`src/rtl/ast_tensor_job_scheduler.sv`:
```
// Tensor job scheduler: arbitrates among NREQ requesters for one shared
// tensor system and runs each granted job end to end. It loads A and then B
// from the single-port scratchpad, starts the engine, waits for done, drains
// result X back to the scratchpad, and acknowledges the requester.
module ast_tensor_job_scheduler #(
  parameter int NREQ      = 4,
  parameter int SIZE      = 4,
  parameter int DATAWIDTH = 14,
  parameter int AW        = 8,
  localparam int DW       = $clog2(SIZE) + 1
) (
  input  logic                 clk,
  input  logic                 reset,
  input  logic [NREQ-1:0]      req,
  input  logic [NREQ*AW-1:0]   req_a_base,
  input  logic [NREQ*AW-1:0]   req_b_base,
  input  logic [NREQ*AW-1:0]   req_x_base,
  input  logic [NREQ*DW-1:0]   req_a_depth,
  input  logic [NREQ*DW-1:0]   req_a_width,
  input  logic [NREQ*DW-1:0]   req_b_depth,
  input  logic [NREQ*DW-1:0]   req_b_width,
  input  logic [NREQ-1:0]      req_relu,
  output logic [NREQ-1:0]      ack,
  output logic                 err,
  output logic [AW-1:0]        mem_addr,
  output logic                 mem_ren,
  input  logic [DATAWIDTH-1:0] mem_rdata,
  output logic                 mem_wen,
  output logic [DATAWIDTH-1:0] mem_wdata,
  output logic [DW-1:0]        ts_depth,
  output logic [DW-1:0]        ts_width,
  output logic [DATAWIDTH-1:0] ts_data_in,
  output logic                 ts_wen,
  output logic                 ts_set,
  output logic                 ts_relu,
  output logic                 ts_start,
  output logic                 ts_ren,
  input  logic [DATAWIDTH-1:0] ts_data_out,
  input  logic                 ts_done
);

  localparam int PW = (NREQ > 1) ? $clog2(NREQ) : 1;
  localparam int CW = 2 * DW;

  typedef enum logic [3:0] {
    S_IDLE, S_ARB, S_LOAD_A, S_LOAD_B, S_START, S_WAIT, S_DRAIN, S_ACK, S_REJECT
  } state_t;

  state_t          r_state;
  state_t          w_next;
  logic [PW-1:0]   r_ptr;
  logic [PW-1:0]   r_gnt;
  logic [AW-1:0]   r_a_base, r_b_base, r_x_base;
  logic [DW-1:0]   r_a_depth, r_a_width, r_b_depth, r_b_width;
  logic            r_relu;
  logic [CW-1:0]   r_cnt;
  logic            r_rd_pend;   // a scratchpad read was issued last cycle
  logic            r_rd_set;    // matrix of that read (0 = A, 1 = B)

  logic            w_found;
  logic [PW-1:0]   w_gnt;
  logic            w_bad;
  logic [CW-1:0]   w_na, w_nb, w_nr;

  // Per-requester views of the packed descriptor buses
  logic [AW-1:0] w_a_base_arr  [NREQ];
  logic [AW-1:0] w_b_base_arr  [NREQ];
  logic [AW-1:0] w_x_base_arr  [NREQ];
  logic [DW-1:0] w_a_depth_arr [NREQ];
  logic [DW-1:0] w_a_width_arr [NREQ];
  logic [DW-1:0] w_b_depth_arr [NREQ];
  logic [DW-1:0] w_b_width_arr [NREQ];

  for (genvar g = 0; g < NREQ; g++) begin : g_unpack
    assign w_a_base_arr[g]  = req_a_base[g*AW +: AW];
    assign w_b_base_arr[g]  = req_b_base[g*AW +: AW];
    assign w_x_base_arr[g]  = req_x_base[g*AW +: AW];
    assign w_a_depth_arr[g] = req_a_depth[g*DW +: DW];
    assign w_a_width_arr[g] = req_a_width[g*DW +: DW];
    assign w_b_depth_arr[g] = req_b_depth[g*DW +: DW];
    assign w_b_width_arr[g] = req_b_width[g*DW +: DW];
  end

  function automatic logic dim_bad(input logic [DW-1:0] d);
    return (d == '0) || (d > DW'(SIZE));
  endfunction

  // Word counts of the latched job: A words, B words, result words
  assign w_na = CW'(r_a_depth) * CW'(r_a_width);
  assign w_nb = CW'(r_b_depth) * CW'(r_b_width);
  assign w_nr = CW'(r_a_width) * CW'(r_b_depth);

  // Round-robin search: first requesting index after the pointer, wrapping
  always_comb begin : arb_comb
    logic [PW-1:0] cand;
    // NOTE: every variable gets a default before any branch so no latch is inferred.
    cand    = '0;
    w_found = 1'b0;
    w_gnt   = r_ptr;
    for (int k = 1; k <= NREQ; k++) begin
      cand = PW'((int'(r_ptr) + k) % NREQ);
      if (!w_found && req[cand]) begin
        w_found = 1'b1;
        w_gnt   = cand;
      end
    end
  end

  assign w_bad = dim_bad(w_a_depth_arr[w_gnt]) || dim_bad(w_a_width_arr[w_gnt]) ||
                 dim_bad(w_b_depth_arr[w_gnt]) || dim_bad(w_b_width_arr[w_gnt]);

  // State register
  always_ff @(posedge clk) begin
    // NOTE: sequential state uses non-blocking assignments so every flop samples pre-edge values.
    if (reset) r_state <= S_IDLE;
    else       r_state <= w_next;
  end

  // Next-state logic
  always_comb begin
    w_next = r_state;
    unique case (r_state)
      S_IDLE:   if (|req) w_next = S_ARB;
      S_ARB: begin
        if (!w_found)   w_next = S_IDLE;
        else if (w_bad) w_next = S_REJECT;
        else            w_next = S_LOAD_A;
      end
      S_LOAD_A: if (r_cnt == w_na - CW'(1)) w_next = S_LOAD_B;
      // One extra cycle after the last B read lets its write land
      S_LOAD_B: if (r_cnt == w_nb) w_next = S_START;
      S_START:  w_next = S_WAIT;
      S_WAIT:   if (ts_done) w_next = S_DRAIN;
      // N reads plus one cycle for the trailing write
      S_DRAIN:  if (r_cnt == w_nr) w_next = S_ACK;
      S_ACK:    w_next = S_IDLE;
      S_REJECT: w_next = S_IDLE;
      default:  w_next = S_IDLE;
    endcase
  end

  // Grant pointer and latched job descriptor, captured in ARB
  always_ff @(posedge clk) begin
    if (reset) begin
      r_ptr     <= PW'(NREQ - 1);
      r_gnt     <= '0;
      r_a_base  <= '0;
      r_b_base  <= '0;
      r_x_base  <= '0;
      r_a_depth <= '0;
      r_a_width <= '0;
      r_b_depth <= '0;
      r_b_width <= '0;
      r_relu    <= 1'b0;
    end else if (r_state == S_ARB && w_found) begin
      r_ptr     <= w_gnt;
      r_gnt     <= w_gnt;
      r_a_base  <= w_a_base_arr[w_gnt];
      r_b_base  <= w_b_base_arr[w_gnt];
      r_x_base  <= w_x_base_arr[w_gnt];
      r_a_depth <= w_a_depth_arr[w_gnt];
      r_a_width <= w_a_width_arr[w_gnt];
      r_b_depth <= w_b_depth_arr[w_gnt];
      r_b_width <= w_b_width_arr[w_gnt];
      r_relu    <= req_relu[w_gnt];
    end
  end

  // Step counter (cleared on every state change) and read-pending pipeline
  always_ff @(posedge clk) begin
    if (reset) begin
      r_cnt     <= '0;
      r_rd_pend <= 1'b0;
      r_rd_set  <= 1'b0;
    end else begin
      r_cnt     <= (w_next != r_state) ? '0 : r_cnt + CW'(1);
      r_rd_pend <= mem_ren;
      r_rd_set  <= (r_state == S_LOAD_B);
    end
  end

  // Scratchpad side: reads during the loads, writes one cycle behind each ts_ren
  always_comb begin
    mem_ren   = 1'b0;
    mem_wen   = 1'b0;
    mem_addr  = '0;
    mem_wdata = '0;
    ts_ren    = 1'b0;
    unique case (r_state)
      S_LOAD_A: begin
        mem_ren  = 1'b1;
        mem_addr = r_a_base + AW'(r_cnt);
      end
      S_LOAD_B: begin
        if (r_cnt < w_nb) begin
          mem_ren  = 1'b1;
          mem_addr = r_b_base + AW'(r_cnt);
        end
      end
      S_DRAIN: begin
        ts_ren = (r_cnt < w_nr);
        if (r_cnt != '0) begin
          mem_wen   = 1'b1;
          mem_addr  = r_x_base + AW'(r_cnt - CW'(1));
          mem_wdata = ts_data_out;
        end
      end
      default: ;
    endcase
  end

  // Tensor load port follows the read pipeline; dims track the word's matrix
  always_comb begin
    ts_wen     = r_rd_pend;
    ts_set     = r_rd_pend & r_rd_set;
    ts_data_in = r_rd_pend ? mem_rdata : '0;
    ts_depth   = '0;
    ts_width   = '0;
    if (r_rd_pend) begin
      ts_depth = r_rd_set ? r_b_depth : r_a_depth;
      ts_width = r_rd_set ? r_b_width : r_a_width;
    end
  end

  // Control pulses and completion handshake
  always_comb begin
    ack      = '0;
    err      = (r_state == S_REJECT);
    ts_start = (r_state == S_START);
    ts_relu  = r_relu & ((r_state == S_WAIT) || (r_state == S_DRAIN));
    if (r_state == S_ACK || r_state == S_REJECT) ack[r_gnt] = 1'b1;
  end

endmodule

```
`config.mk`:
```
export PLATFORM = sky130hd
export DESIGN_NAME = ast_tensor_job_scheduler
export DESIGN_NICKNAME = d
export VERILOG_FILES = /design/src/rtl/ast_tensor_job_scheduler.sv
export SDC_FILE = /design/constraint.sdc
export NUM_CORES = 1
export LEC_CHECK = 0
export ABC_CLOCK_PERIOD_IN_PS = 4820
export CAP_MARGIN = 20
export CORE_MARGIN = 4
export CORE_UTILIZATION = 37
export CTS_BUF_LIST = sky130_fd_sc_hd__clkbuf_16
export DETAILED_ROUTE_END_ITERATION = 8
export PLACE_DENSITY_LB_ADDON = 0.05
export REMOVE_ABC_BUFFERS = 1
export SYNTH_ARGS = -nofsm -noshare
export SYNTH_HDL_FRONTEND = slang
export SYNTH_SLANG_ARGS = --single-unit
```
`constraint.sdc`:
```
create_clock -name clk -period 4.82 [get_ports clk]
set_input_delay 0.482 -clock clk [delete_from_list [all_inputs] [get_ports clk]]
set_output_delay 0.482 -clock clk [all_outputs]
set_load 0.05 [all_outputs]
```
==> run summary <==
================================================================================
Outcome                                                                completed
Type of element launching the critical path                            flip-flop
End point of the most critical hold path                            r_x_base[4]$_SDFFE_PP0P_
Wire length per cell after detailed routing                              14.4 um
Depth of the worst hold-timing path                                            2
Maximum VDD drop                                                        0.216 mV
Number of DRC violations after detailed-routing iteration 0                  304
Worst hold-check slack                                                  0.465 ns
Total Routed Length                                                      16.3 mm
Clk slew on worst S/H paths                                              0.07 ns
Type of the worst setup path                                        flip-flop to output pin
Cells after Synth                                                            743
Largest stage delay on the critical path                                 0.86 ns
Detail Route Antenna Nets                                                      0
Hold path startpoint                                                r_x_base[4]$_SDFFE_PP0P_
Area share of the largest cell type after synthesis                        0.197
Final Wtd Congestion                                                       0.893
Final Hold Viols                                                               0
Fmax                                                                     226 MHz
Worst-case headroom to the max-slew limit                                  0.497
Number of antenna violations at the first check in global routing              0
Register-to-Register Path Depth                                               15
Dominant cells by area after synthesis                              sky130_fd_sc_hd__dfxtp_1 (20%), sky130_fd_sc_hd__ha_1 (12%), sky130_fd_sc_hd__nand2_1 (12%)
Summed instance area of the synthesized netlist                        5380 um^2
TritonCTS clock tree                                                       built
Synthesis-to-finish area growth                                            50.3%
Slack of the worst reg-to-reg path                                       1.16 ns
Final critical path time including I/O delays and setup                  4.42 ns
Power density relative to cell area                                  238 nW/um^2
Via count of the first global-routing pass                                  5825
Final std cells w/o fill                                                    1132
CTS root buf                                                        sky130_fd_sc_hd__clkbuf_16
Number of cell rows                                                           43
Chain of cells forming the critical path                            nand2_1, fa_1, inv_1, ha_1, fa_1, inv_1, ha_1, o21a_1, o21ai_0, nand2b_1, a211oi_1, clkdlybuf4s50_1
Total I/O pin count                                                          237
Number of cells upsized or downsized after cts                                 0
Fraction of layout instances using a drive strength above 1               0.0431
Detailed-route vias per instance                                            5.04
Antenna diodes                                                                 0
Post-synthesis cell type with the largest combined area             sky130_fd_sc_hd__dfxtp_1
Startpoint of the most critical register-to-register path           r_b_depth[0]$_SDFFE_PP0P_
Period Utilization, post-route                                             0.916
Crit Reg-Reg Endpoint                                               r_cnt[4]$_SDFF_PP0_
FFs w/ async S/R, synth                                                        0
Critical Path AT                                                         3.94 ns
Detailed placer's ending HPWL                                            13.7 mm
Number of distinct library cells after synthesis                              46
Post-Route Skew                                                       0.00760 ns
First-pass GRT wire length                                               27.3 mm
Commonest non-fill, non-tap cell in the layout                      sky130_fd_sc_hd__clkdlybuf4s50_1
Delay-heaviest family, CP                                            adder cells
Syn Area/Cell                                                          7.24 um^2
Required time at the worst-slack endpoint                                4.34 ns
Total track usage                                                          0.196
Number of synthesized flops with an enable pin                                 0
Number of I/O port buffers                                                   236
Pin count of the biggest net entering global routing                          53
Clock latency reported for the late side of the worst-skew pair          0.30 ns
DIE AREA                                                              16500 um^2
Number of levels the H-tree was split into                                     2
Cts bufs inserted                                                              5
Prevailing post-synth register cell                                 sky130_fd_sc_hd__dfxtp_1
Core area                                                             14000 um^2
Count of buffers added by post-CTS timing repair for setup                     0
Number of synthesis warnings                                                   0
Worst Tran Pin Value                                                    0.755 ns
Residual DRC                                                                   0
Cts-stage hold buffer count                                                    0
Leakage power summed over all cells                                      3.39 nW
Number of endpoints failing setup at the final stage                           0
Register area share after synthesis                                        0.197
Horizontal die dimension                                                  129 um
Clock tree buffer depth                                                        2
Critical-path maximum fanout                                                   8
Via count                                                                   5704
Most used cells in the layout excluding fill and tap cells          sky130_fd_sc_hd__clkdlybuf4s50_1 (227), sky130_fd_sc_hd__nand2_1 (171), sky130_fd_sc_hd__nand3_1 (82)
CP endpoint kind                                                      output pin
DR pass1 iterations                                                            5
Clock sink count                                                              53
NumNets Final                                                               1196
Number of pins exceeding their max-slew limit in the final report              0
Number of max-capacitance violations reported                                  0
Total congestion overflow                                                      0
Class of the tightest hold or removal check                         flip-flop to flip-flop
Starting density of the core                                               0.383
RSZ-0062 raised after global routing                                          no
Post-Route Setup TNS                                                        0 ns
Critical-path cell with the highest stage delay                     sky130_fd_sc_hd__clkdlybuf4s50_1
Die height                                                                129 um
Flip-flop and latch count after synthesis                                     53
DP Cell Count                                                               1124
Buffers and inverters on the worst path                                        3
================================================================================
[power breakdown]
part           total, mW  internal, mW  switching [mW]
clock network      0.415         0.246           0.169
logic              0.938         0.440           0.499
registers          0.574         0.499          0.0753
total               1.93          1.18           0.743
[per-stage QoR]
stage / power (mW) / utilization / setup WS, ns / instance area, um^2
2_1_floorplan: 1.17 / - / 0.715 / 5190
3_3_place_gp: 1.50 / 0.563 / 0.818 / 7910
3_5_place_dp: 1.52 / 0.563 / 0.727 / 7910
4_1_cts: 1.95 / 0.576 / 0.415 / 8080
5_1_grt: 2.09 / 0.576 / 0.0782 / 8080
6_report: 1.93 / 0.576 / 0.403 / 8080
[registers in the layout, indices dropped and copies added, names as in the netlist]
register,flops
r_x_base,8
r_state,4
r_rd_set,1
r_cnt,6
r_a_base,8
r_relu,1
r_b_base,8
r_gnt,2
r_a_depth,3
r_a_width,3
r_b_depth,3
r_b_width,3
r_ptr,2
ts_wen,1
[logic make-up after synthesis]
family | synth area share
buf+inv | 0.0579
simple gates | 0.315
xor+xnor | 0.0668
mux | 0.0707
compound gates | 0.135
fa+ha+maj | 0.157
flops | 0.197
[worst reg2reg max path: stages, from the launching register on]
cell and delay (ns):
sky130_fd_sc_hd__dfxtp_1 0.44, sky130_fd_sc_hd__nand2_1 0.12, sky130_fd_sc_hd__fa_1 0.55, sky130_fd_sc_hd__inv_1 0.05
sky130_fd_sc_hd__ha_1 0.21, sky130_fd_sc_hd__fa_1 0.38, sky130_fd_sc_hd__xnor2_1 0.19, sky130_fd_sc_hd__ha_1 0.27
sky130_fd_sc_hd__nand3_1 0.14, sky130_fd_sc_hd__nor2_1 0.08, sky130_fd_sc_hd__nor2_1 0.12, sky130_fd_sc_hd__a21oi_1 0.07
sky130_fd_sc_hd__or3b_2 0.46, sky130_fd_sc_hd__o21ai_0 0.09, sky130_fd_sc_hd__o211ai_1 0.25, sky130_fd_sc_hd__nor2_1 0.17
[area by class of cell]
cell class | count | area, um^2
fillers | 1306 | 5960
clock buffers | 5 | 125
clock inverters | 3 | 43.8
repair buffers | 245 | 2480
inverters | 34 | 128
well taps | 180 | 225
flip-flops and latches | 53 | 1060
multi-input cells | 612 | 4020
[cells in the mapped netlist (16+ instances only)]
| cell type | number |
|---|---|
| sky130_fd_sc_hd__dfxtp_1 | 53 |
| sky130_fd_sc_hd__xor2_1 | 16 |
| sky130_fd_sc_hd__nand2_1 | 171 |
| sky130_fd_sc_hd__a21oi_1 | 61 |
| sky130_fd_sc_hd__nor2_1 | 26 |
| sky130_fd_sc_hd__and2_1 | 47 |
| sky130_fd_sc_hd__inv_1 | 34 |
| sky130_fd_sc_hd__xnor2_1 | 25 |
| sky130_fd_sc_hd__clkbuf_1 | 39 |
| sky130_fd_sc_hd__ha_1 | 53 |
| sky130_fd_sc_hd__nand3_1 | 82 |
| sky130_fd_sc_hd__mux2i_1 | 20 |
[layer usage]
layer / part of all wire / GRT usage
met1: 0.43 / 0.253
met4: 0.012 / 0.0426
met5: 0 / 0
met2: 0.48 / 0.338
met3: 0.074 / 0.0423
[worst max-delay path by stage]
stage                        end  slack (ns)                      start  cells after the start
final                     ts_ren        0.40  r_a_width[1]$_SDFFE_PP0P_                     12
after global routing      ts_ren        0.08  r_a_width[1]$_SDFFE_PP0P_                     12
after CTS                 ts_ren        0.41  r_a_width[1]$_SDFFE_PP0P_                     12
after detailed placement  ts_ren        0.73  r_a_width[1]$_SDFFE_PP0P_                     12
after global placement    ts_ren        0.82  r_b_depth[2]$_SDFFE_PP0P_                     12
after floorplan           ack[0]        0.71      r_state[1]$_SDFF_PP0_                      3
Note: power is estimated with default switching activity, not from simulation.
